--- src/rtl/i2f_share_ctrl.sv ---
// Round-robin arbiter/sequencer sharing one pipelined i2f converter among NREQ requesters.
// Optional: define I2F_SHARE_DYNRM_EN to add the frm port for dynamic rounding mode (rm == 7).
module i2f_share_ctrl #(
    parameter int unsigned FPWID = 64,
    parameter int unsigned NREQ  = 4,
    parameter int unsigned LAT   = 1
) (
    input  logic                       rst,
    input  logic                       clk,
    input  logic                       ce,
    input  logic [NREQ-1:0]            req_valid,
    output logic [NREQ-1:0]            req_ready,
    input  logic [NREQ-1:0]            req_op,
    input  logic [3*NREQ-1:0]          req_rm,
    input  logic [FPWID*NREQ-1:0]      req_i,
`ifdef I2F_SHARE_DYNRM_EN
    input  logic [2:0]                 frm,
`endif
    output logic                       cvt_ce,
    output logic                       cvt_op,
    output logic [2:0]                 cvt_rm,
    output logic [FPWID-1:0]           cvt_i,
    input  logic [FPWID-1:0]           cvt_o,
    output logic                       rsp_valid,
    input  logic                       rsp_ready,
    output logic [$clog2(NREQ)-1:0]    rsp_id,
    output logic [FPWID-1:0]           rsp_o,
    output logic                       busy
);

    localparam int unsigned RDEPTH = LAT + 1;
    localparam int unsigned IDW    = $clog2(NREQ);
    localparam int unsigned CW     = $clog2(RDEPTH + 1);
    localparam int unsigned PW     = $clog2(RDEPTH);

    typedef enum logic [1:0] {StIdle, StRun, StDrain} state_e;

    state_e               state_q, state_d;
    logic [IDW-1:0]       rr_q, rr_d;
    logic [IDW-1:0]       gnt_idx, sel;
    logic                 gnt_any, issue_ok;
    logic [LAT-1:0]       tag_v_q, tag_v_d;
    logic [IDW-1:0]       tag_id_q [LAT];
    logic [IDW-1:0]       tag_id_d [LAT];
    logic [CW-1:0]        inflight, inflight_d, fcnt_q, fcnt_d;
    logic [PW-1:0]        wptr_q, wptr_d, rptr_q, rptr_d;
    logic [IDW+FPWID-1:0] mem_q [RDEPTH];
    logic                 push, pop;
    logic [2:0]           rm_slice;

    function automatic logic [CW-1:0] popcnt(input logic [LAT-1:0] v);
        logic [CW-1:0] c;
        c = '0;
        for (int s = 0; s < LAT; s++) c = c + CW'(v[s]);
        return c;
    endfunction

    // Credit: every in-flight tag owns a FIFO slot, so a push never finds the FIFO full.
    always_comb begin
        inflight   = popcnt(tag_v_q);
        inflight_d = popcnt(tag_v_d);
        issue_ok   = ce & ~rst &
                     (({1'b0, inflight} + {1'b0, fcnt_q}) < (CW + 1)'(RDEPTH));
    end

    // Reverse scan so the first valid requester in search order from rr wins.
    always_comb begin
        logic [IDW:0] idx;
        idx     = '0;
        gnt_any = 1'b0;
        gnt_idx = rr_q;
        for (int i = NREQ - 1; i >= 0; i--) begin
            idx = {1'b0, rr_q} + (IDW + 1)'(i);
            if (idx >= (IDW + 1)'(NREQ)) idx = idx - (IDW + 1)'(NREQ);
            if (req_valid[idx[IDW-1:0]]) begin
                gnt_any = issue_ok;
                gnt_idx = idx[IDW-1:0];
            end
        end
        req_ready = gnt_any ? (NREQ'(1) << gnt_idx) : '0;
        if (gnt_any) rr_d = (gnt_idx == IDW'(NREQ - 1)) ? '0 : gnt_idx + IDW'(1);
        else         rr_d = rr_q;
    end

    always_comb begin
        sel      = gnt_any ? gnt_idx : rr_q;
        cvt_ce   = ce;
        cvt_op   = req_op[sel];
        rm_slice = req_rm[3*int'(sel) +: 3];
        cvt_i    = req_i[FPWID*int'(sel) +: FPWID];
`ifdef I2F_SHARE_DYNRM_EN
        cvt_rm   = (rm_slice == 3'd7) ? frm : rm_slice;
`else
        cvt_rm   = rm_slice;
`endif
    end

    always_comb begin
        tag_v_d  = tag_v_q;
        tag_id_d = tag_id_q;
        if (ce) begin
            for (int s = LAT - 1; s > 0; s--) begin
                tag_v_d[s]  = tag_v_q[s-1];
                tag_id_d[s] = tag_id_q[s-1];
            end
            tag_v_d[0]  = gnt_any;
            tag_id_d[0] = gnt_idx;
        end
    end

    always_comb begin
        push   = ce & tag_v_q[LAT-1];
        pop    = (fcnt_q != '0) & rsp_ready;
        fcnt_d = fcnt_q;
        unique case ({push, pop})
            2'b10:   fcnt_d = fcnt_q + CW'(1);
            2'b01:   fcnt_d = fcnt_q - CW'(1);
            default: fcnt_d = fcnt_q;
        endcase
        wptr_d = wptr_q;
        rptr_d = rptr_q;
        if (push) wptr_d = (wptr_q == PW'(RDEPTH - 1)) ? '0 : wptr_q + PW'(1);
        if (pop)  rptr_d = (rptr_q == PW'(RDEPTH - 1)) ? '0 : rptr_q + PW'(1);
    end

    always_ff @(posedge clk or posedge rst) begin
        if (rst) begin
            rr_q    <= '0;
            tag_v_q <= '0;
            fcnt_q  <= '0;
            wptr_q  <= '0;
            rptr_q  <= '0;
            for (int s = 0; s < LAT; s++)    tag_id_q[s] <= '0;
            for (int e = 0; e < RDEPTH; e++) mem_q[e]    <= '0;
        end else begin
            rr_q     <= rr_d;
            tag_v_q  <= tag_v_d;
            tag_id_q <= tag_id_d;
            fcnt_q   <= fcnt_d;
            wptr_q   <= wptr_d;
            rptr_q   <= rptr_d;
            if (push) mem_q[wptr_q] <= {tag_id_q[LAT-1], cvt_o};
        end
    end

    // FSM: state register
    always_ff @(posedge clk or posedge rst) begin
        if (rst) state_q <= StIdle;
        else     state_q <= state_d;
    end

    // FSM: next state, from the occupancy the registers will hold after this edge
    always_comb begin
        state_d = state_q;
        if (inflight_d != '0)  state_d = StRun;
        else if (fcnt_d != '0) state_d = StDrain;
        else                   state_d = StIdle;
    end

    // FSM and FIFO outputs
    always_comb begin
        busy              = (state_q != StIdle);
        rsp_valid         = (fcnt_q != '0);
        {rsp_id, rsp_o}   = mem_q[rptr_q];
    end

endmodule

--- config.mk ---
export PLATFORM = sky130hd
export DESIGN_NAME = i2f_share_ctrl
export DESIGN_NICKNAME = d
export VERILOG_FILES = /design/src/rtl/i2f_share_ctrl.sv
export SDC_FILE = /design/constraint.sdc
export NUM_CORES = 1
export LEC_CHECK = 0
export ABC_AREA = 0
export BUFFER_PORTS_ARGS = -buffer_cell sky130_fd_sc_hd__buf_2
export CORE_AREA = 2 2 189 191
export CTS_CLUSTER_DIAMETER = 200
export DETAILED_ROUTE_END_ITERATION = 10
export DIE_AREA = 0 0 191 193
export PLACE_DENSITY = 0.61
export SYNTH_ARGS = -nofsm -noshare
export SYNTH_HDL_FRONTEND = slang
export SYNTH_SLANG_ARGS = --single-unit
--- constraint.sdc ---
create_clock -name clk -period 6.6 [get_ports clk]
set_clock_uncertainty 0.15 [all_clocks]
set_input_delay 0.33 -clock clk [delete_from_list [all_inputs] [get_ports clk]]
set_output_delay 0.33 -clock clk [all_outputs]
set_load 0.02 [all_outputs]
Word-level counts from Yosys, hierarchy flattened
Cells that the tools add are included. W data, S select, Z words.

Add/subtract/negate cells: 13. Multiply operators: 1. $lt $le $gt $ge: 13. Eq/ne operators: 3. Shift operators: 3. Multiplexer cells: 37. Bitwise operators: 7. Reduce and logical (&&, ||, !) cells: 4.

Operators by type and width (number): $mux W66 (4); $shiftx A256 B9 Y64 (1); $bwmux W132 (1); $demux W66 S1 (1); $mux W2 (12); $lt A2 B3 Y1 const B (5); $mux W1 (12); $shiftx A12 B5 Y3 (1); $bmux W1 S2 (5); $sub A2 B1 Y2 const B (5); $ge A3 B3 Y1 const B (3); $add A2 B2 Y3 const B (2); $reduce_bool A2 Y1 (3); $add A2 B1 Y2 const B (2); $and A1 B1 Y1 (4); $eq A2 B2 Y1 const B (2); $ge A2 B2 Y1 const B (2); $mul A2 B2 Y4 const A (1); $mux W4 (1); $not A1 Y2 (2); $pmux W2 S2 (1); $shl A1 B2 Y4 const A (1); $add A1 B2 Y3 (1); $add A2 B1 Y3 const B (1); other kinds (7) (8).

Flip-flop bits (word level): 143. Word-level logic and storage cells: 90.

Longest topological paths before layout
Gate-level depths: netlist of run 1.

Depth in word-level cells: 12. Mapped depth: 9. Depth with buffers taken out: 8.

Worst setup path after synthesis of run 1
OpenSTA, ideal clock, no wires.

Path kind: register to output. From: reg fcnt_q[1]. To: out cvt_i[13]. Data arrival time: 1.965 ns. Setup slack: 4.155 ns. Stages on the path, launching flop included: 9. Path buffers: 3. Path through: dfrtp_1 -> or3b_4 -> o31a_1 -> a41o_1 -> buf_4 -> buf_6 -> buf_4 -> o21ai_0 -> o32a_1.

Word-level cells in the longest chain between the ends: 9.

RTL lines: start: declaration (line 45) `logic [CW-1:0] inflight, inflight_d, fcnt_q, fcnt_d;`; start signal: assignment (line 139) `fcnt_q <= fcnt_d;`; $add A1 B2 Y3 (*) (line 63) `(({1'b0, inflight} + {1'b0, fcnt_q}) < (CW + 1)'(RDEPTH));`; $lt A3 B2 Y1 (*) (line 63); $and A1 B1 Y1 (*) (line 62) `issue_ok = ce & ~rst &`; $mux W1 (3 in series) (line 75) `if (req_valid[idx[IDW-1:0]]) begin`; $mux W1 (*) (line 75); $mux W2 (*) (line 86) `sel = gnt_any ? gnt_idx : rr_q;`; $shiftx A256 B9 Y64 (*) (line 90) `cvt_i = req_i[FPWID*int'(sel) +: FPWID];`; end: declaration (line 22) `output logic [FPWID-1:0] cvt_i,`.

Mark *: on every way between the ends. The rest lies on a longest branch, timed or not.

Final worst setup path of run 1
From: in rst. To: out cvt_i[45].

Word-level cells in the longest chain between the ends: 9.

RTL lines: start: declaration (line 8) `input logic rst,`; $not A1 Y1 (*) (line 62); $and A1 B1 Y1 (*) (2 in series) (line 62); $mux W1 (3 in series) (line 75); $mux W1 (*) (line 75); $mux W2 (*) (line 86); $shiftx A256 B9 Y64 (*) (line 90).

Marks and branches as above.

==> results.toml, run 1 <==
[worst_setup_path]
cp_max_fo = 78
worstSetupPathType = "input pin to output pin"
timing.rr.start = "state_q[0]$_DFF_PP0_"
crit_slowest_cell = "a41o_4"
cp.required_ns = 6.12
critPathLaunchType = "input pin"
path_common_cell = "buf_2"
slowest_delay_ns = 0.75
crit_path_start = "rst"
arrival_ns = 3.84
cp_cell_sequence = "dlygate4sd3_1 -> buf_2 -> or3b_4 -> nor3_4 -> a41o_4 -> buf_4 -> o21ai_0 -> o32a_1 -> buf_2"
cp-end-kind = "output pin"

[run]
max_cap_violations = 0

[clock_tree]
path_clk_slew_ns = 0.06
cts.htree.levels = 4
cts_tree = "yes"
cts_resized = 0
clock_path_buffers = 2
insertion_delay_ns = 0.41
cts_num_sinks = 142
cts_buffers = 17
clock_tree.root_cell = "clkbuf_16"

[floorplan]
dieArea_um2 = 36900
initial_core_util_pct = 27.1
ioPinCount = 485
fp-row-count = 69
die_h_um = 193
core_area_um2 = 35000
die_w_um = 191

[drt]
via_per_inst = 4.96
drt_first_pass_iters = 5
routed_wl_um = 36400
remaining_drc_errors = 0
ant_nets = 0
drtIter0Drc = 289
routedWlPerCell_um = 19.6
vias = 9207

[grt]
grt_pass1_wl_um = 52400
grt_overflow = 0
grt_max_degree = 209
grt_usage_pct = 18.6
grt_pass1_vias = 8927
antenna_found_initial = 26

[finish]
drive_gt1_share_pct = 53.3
finalInstanceArea_um2 = 13200
fillers = 3562
final_nets = 1711
multi_input_area_um2 = 5420
syn2layout_area_growth_pct = 39.1
seq_area_um2 = 3550

[pwr]
leakage_nw = 6.29
irDropWorstVdd_mv = 0.326
p_per_area_nw_per_um2 = 485

[timing]
period_share_pct = 65.4
setup_viol = 0
rsz0062_at_grt = "false"
final-hold-violation-count = 0
worst_pin_slew_ns = 1.05
fin_crit_ns = 4.32
drv_slew = 0
fmaxAchievable_mhz = 232
timing.slew.headroom_pct = 30.0
fin_tns_setup_ns = 0

[placement]
hpwl_um = 26500
placed_cell_area_um2 = 12100
routabilityCongestion = 0.958
portBuffers = 484

[synth]
synth_edf_count = 0
syn_inst = 906
synth_ff_type = "dfrtp_1"
yosys_warnings = 0
ys_types = 37
ys_seq_elements = 142
synth_area_per_cell_um2 = 10.5
syn-num-nets = 1255
synth_seq_area_share_pct = 37.5
syn_area_um2 = 9480
ys_async_sr_fraction_pct = 100

[status]
status = "finished clean"

[min_path]
hold_start = "cvt_o[18]"
hold_class = "input pin to flop"
## synthesized netlist by cell type, types with 2 or more instances
library cell / instances / area [µm²]
mux2_2: 200 / 2250
dfrtp_1: 142 / 3550
a21boi_0: 131 / 983
nand2_1: 73 / 274
and3_1: 68 / 425
o21ai_0: 68 / 340
o32a_1: 68 / 681
clkbuf_1: 49 / 184
buf_2: 25 / 125
buf_6: 11 / 124
buf_4: 7 / 52.6
a21boi_1: 6 / 45.0
and2_1: 6 / 37.5
buf_1: 6 / 22.5
ha_1: 5 / 62.6
inv_1: 5 / 18.8
nor2_1: 5 / 18.8
nor2b_1: 4 / 25.0
or2_2: 3 / 18.8
a21oi_1: 2 / 10.0
nand3_1: 2 / 10.0
o21ai_1: 2 / 10.0
o21bai_1: 2 / 15.0
xnor2_1: 2 / 17.5
xor2_1: 2 / 17.5
## path summary, 6_finish.rpt
path	cells after the start	slack, ns	to
setup / recovery	9	2.28	cvt_i[45]
hold / removal	2	0.02	mem_q[84]$_DFFE_PP0P_
setup reg to reg	2	4.44	mem_q[6]$_DFFE_PP0P_
hold reg to reg	1	0.35	mem_q[112]$_DFFE_PP0P_
max in group asynchronous	4	4.38	mem_q[32]$_DFFE_PP0P_
min in group asynchronous	3	0.46	tag_id_q[0]$_DFFE_PP0P_
## per-layer routing
metal	wire length [µm]	GRT usage [%]
met1	14200	21.7
met2	18100	30.4
met3	2580	5.07
met4	1470	11.6
met5	57	0
## placed cells by master (no fill, tap or decap), types with 6 or more instances in the layout
cell | synthesis | routed
a21boi_1 | 6 | 6
diode_2 | 0 | 21
mux2_2 | 200 | 200
a21boi_0 | 131 | 131
dlygate4sd3_1 | 0 | 43
and3_1 | 68 | 68
buf_2 | 25 | 484
buf_4 | 7 | 7
o21ai_0 | 68 | 68
and2_1 | 6 | 6
o32a_1 | 68 | 68
clkbuf_16 | 0 | 17
nand2_1 | 73 | 73
dfrtp_1 | 142 | 141
## area by class of cell
| class | instances | share of cell area (%) |
|---|---|---|
| well taps | 461 | 4.38 |
| clock inverters | 9 | 1.21 |
| inverters | 5 | 0.180 |
| multi-input cells | 661 | 41.1 |
| repair buffers | 535 | 22.2 |
| flip-flops and latches | 142 | 27.0 |
| clock buffers | 22 | 3.52 |
| diodes | 21 | 0.399 |
## critical path, delay by kind of cell
kind / cells / cell delay (ns)
AO/OA/AOI/OAI: 3 / 1.17
AND/OR/NAND/NOR: 2 / 0.82
buffers and inverters: 4 / 1.48
## state kept, by name (all words and copies together) (netlist names)
register,flops
mem_q,132
state_q,2
rr_q,2
rptr_q,1
wptr_q,1
tag_id_q,2
fcnt_q,2
## per-stage QoR
step | hold slack, ns | instances | util [%] | power, mW | setup slack [ns]
3_5_place_dp | 0.321 | 1761 | 34.5 | 5.36 | 2.71
4_1_cts | 0.0000351 | 1835 | 37.5 | 6.44 | 2.28
5_1_grt | 0.00433 | 1853 | 37.7 | 6.82 | 2.01
2_1_floorplan | 0.311 | 906 | - | 4.28 | 2.31
6_report | 0.0189 | 1856 | 37.7 | 6.39 | 2.28
3_3_place_gp | 0.315 | 1761 | 34.5 | 5.31 | 2.75
## where the power goes
part	switching [mW]	internal [mW]
registers	0.208	1.31
logic	2.21	1.65
clock network	0.364	0.653
## what timing repair did
item	4_1_cts	5_1_grt
endpoints found under the setup margin	0	0
hold endpoints to repair	131	0
hold buffers	43	0
setup buffers	0	0
## cell families after synthesis
logic type	after synthesis	synth area share [%]
buffers and inverters	103	5.56
adder cells (fa/ha/maj)	5	0.660
AO/OA/AOI/OAI	287	23.0
XOR/XNOR	4	0.370
flip-flops	142	37.5
AND/OR/NAND/NOR	165	9.14
multiplexers	200	23.8
Note: power is estimated with default switching activity, not from simulation.
==> run 2, diff against run 1 <==
- CORE_AREA: 2 2 189 191 -> 2 2 188 190
- DIE_AREA: 0 0 191 193 -> 0 0 190 192
- PLACE_DENSITY: 0.61 -> 0.63
- clock period: 6.6 -> 3.9 ns (I/O delays scaled with it)
==> results.toml, run 2 (synthesis results as in run 1) <==
[run]
max_cap_violations = 0

[clock_tree]
cts_buffers = 17
cts_tree = "yes"
path_clk_slew_ns = 0.06
cts_resized = 0
clock_tree.root_cell = "clkbuf_16"
cts_num_sinks = 142
cts.htree.levels = 4
clock_path_buffers = 2
insertion_delay_ns = 0.42

[drt]
dr_wl_met3_um = 2650
remaining_drc_errors = 0
ant_nets = 0
drtIter0Drc = 347
top_layer = "met5"
routed_wl_um = 35700
met2_length_um = 18400
routedWlPerCell_um = 19.0
drt_first_pass_iters = 4
via_per_inst = 4.91
vias = 9229
wl_met1_um = 13600

[placement]
placed_cell_area_um2 = 12200
routabilityCongestion = 0.942
hpwl_um = 26500
portBuffers = 484
placed_cells = 1767

[floorplan]
dieArea_um2 = 36500
initial_core_util_pct = 27.6
ioPinCount = 485
die_h_um = 192
core_area_um2 = 34300
die_w_um = 190
fp-row-count = 68

[timing]
final-hold-violation-count = 0
worst_pin_slew_ns = 0.812
timing.slew.headroom_pct = 45.9
fmaxAchievable_mhz = 276
period_share_pct = 92.9
fin_tns_setup_ns = 0
setup_viol = 0
holdWs_ns = 0.244
drv_slew = 0
fin_crit_ns = 3.62
rsz0062_at_grt = "false"

[worst_setup_path]
slowest_delay_ns = 0.52
cp.required_ns = 3.56
crit_slowest_cell = "dlygate4sd3_1"
cp_cell_sequence = "dlygate4sd3_1 -> buf_2 -> or3b_4 -> nor3_4 -> o211a_2 -> buf_4 -> o21ai_0 -> o32a_1 -> buf_2"
arrival_ns = 3.28
critPathLaunchType = "input pin"
worstSetupPathType = "input pin to output pin"
cp_max_fo = 68
path_common_cell = "buf_2"
cp-end-kind = "output pin"

[pwr]
leakage_nw = 6.43
switching_share_pct = 44.7
cellInternalPower_mw = 5.95
p_seq_share_pct = 24.5
irDropWorstVdd_mv = 0.486
power_switching_mw = 4.81
pwr-share-clk_pct = 14.1
p_per_area_nw_per_um2 = 799
comb_power_share_pct = 61.4

[min_path]
hold_class = "input pin to flop"

[finish]
largest-register = "mem_q"
utilization_pct = 39.3
syn2layout_area_growth_pct = 42.0
fin_cells = 1880
final_common_cell = "buf_2"
final_nets = 1747
layout_common_cells = "buf_2 (484), mux2_2 (200), dfrtp_1 (141), a21boi_0 (131), nand2_1 (73)"
finalInstanceArea_um2 = 13500
drive_gt1_share_pct = 53.0
largest_reg_flops = 132

[grt]
grt_pass1_vias = 9269
grt_overflow = 0
grt_usage_pct = 18.6
antenna_found_initial = 15
grt_max_degree = 143
grt_pass1_wl_um = 52200

[status]
status = "finished clean"
run 2: cell count changes in the layout (fill, tap and decap cells not counted), moves of 2 or more:
| cell | previous run | this run |
|---|---|---|
| buf_12 | 1 | 5 |
| buf_4 | 7 | 15 |
| bufinv_16 | 4 | 0 |
| clkbuf_1 | 3 | 1 |
| clkinv_2 | 1 | 3 |
| clkinv_4 | 2 | 4 |
| clkinvlp_4 | 1 | 3 |
| diode_2 | 21 | 14 |
| dlygate4sd3_1 | 43 | 67 |
run 2: repair_timing:
| action | in CTS | in global routing |
|---|---|---|
| buffers inserted | 0 | 0 |
| endpoints found under the hold margin | 272 | 0 |
| hold buffers | 67 | 0 |
run 2: layout make-up:
cell class	count	area, µm²
Timing Repair Buffer	571	3310
Sequential cell	142	3550
Tap cell	455	569
Antenna cell	14	35.0
Clock inverter	11	82.6
Fill cell	3409	20800
Clock buffer	21	470
Multi-Input combinational cell	661	5420
Inverter	5	22.5
run 2: per-layer routing:
layer / track usage [%] / vias up
met5: 0 / -
met4: 8.14 / 2
met3: 5.48 / 55
met2: 32.8 / 320
met1: 20.9 / 4485
li1: - / 4367
run 2: final timing paths:
path | startpoint | cells past startpoint | slack (ns) | to
worst max-delay path | ce | 9 | 0.28 | cvt_i[12]
worst min-delay path | req_valid[3] | 3 | 0.24 | tag_id_q[1]$_DFFE_PP0P_
worst max register to register | state_q[0]$_DFF_PP0_ | 4 | 1.59 | mem_q[87]$_DFFE_PP0P_
worst min register to register | mem_q[36]$_DFFE_PP0P_ | 1 | 0.35 | mem_q[36]$_DFFE_PP0P_
max in group asynchronous | rst | 4 | 2.57 | mem_q[77]$_DFFE_PP0P_
min in group asynchronous | rst | 4 | 0.44 | rptr_q$_DFFE_PP0P_
run 2: worst max-delay path: cells and delay by family:
kind	cells	cell delay (ns)
AOI/OAI and AO/OA	3	0.74
buffers and inverters	4	1.41
and+or+nand+nor	2	0.84
run 2: power groups by stage:
stage	clock network (mW)	registers, mW	logic [mW]
after global routing	1.62	2.74	7.13
after global placement	0	2.60	6.48
final	1.51	2.63	6.61
after floorplan	0	2.47	4.79
after CTS	1.56	2.64	6.64
after detailed placement	0	2.66	6.55
run 2: per-stage QoR:
step	total power, mW	setup WS (ns)
after floorplan	7.25	1.59
after global placement	9.08	0.868
after detailed placement	9.22	0.837
after CTS	10.8	0.288
after global routing	11.5	0.110
final	10.8	0.275
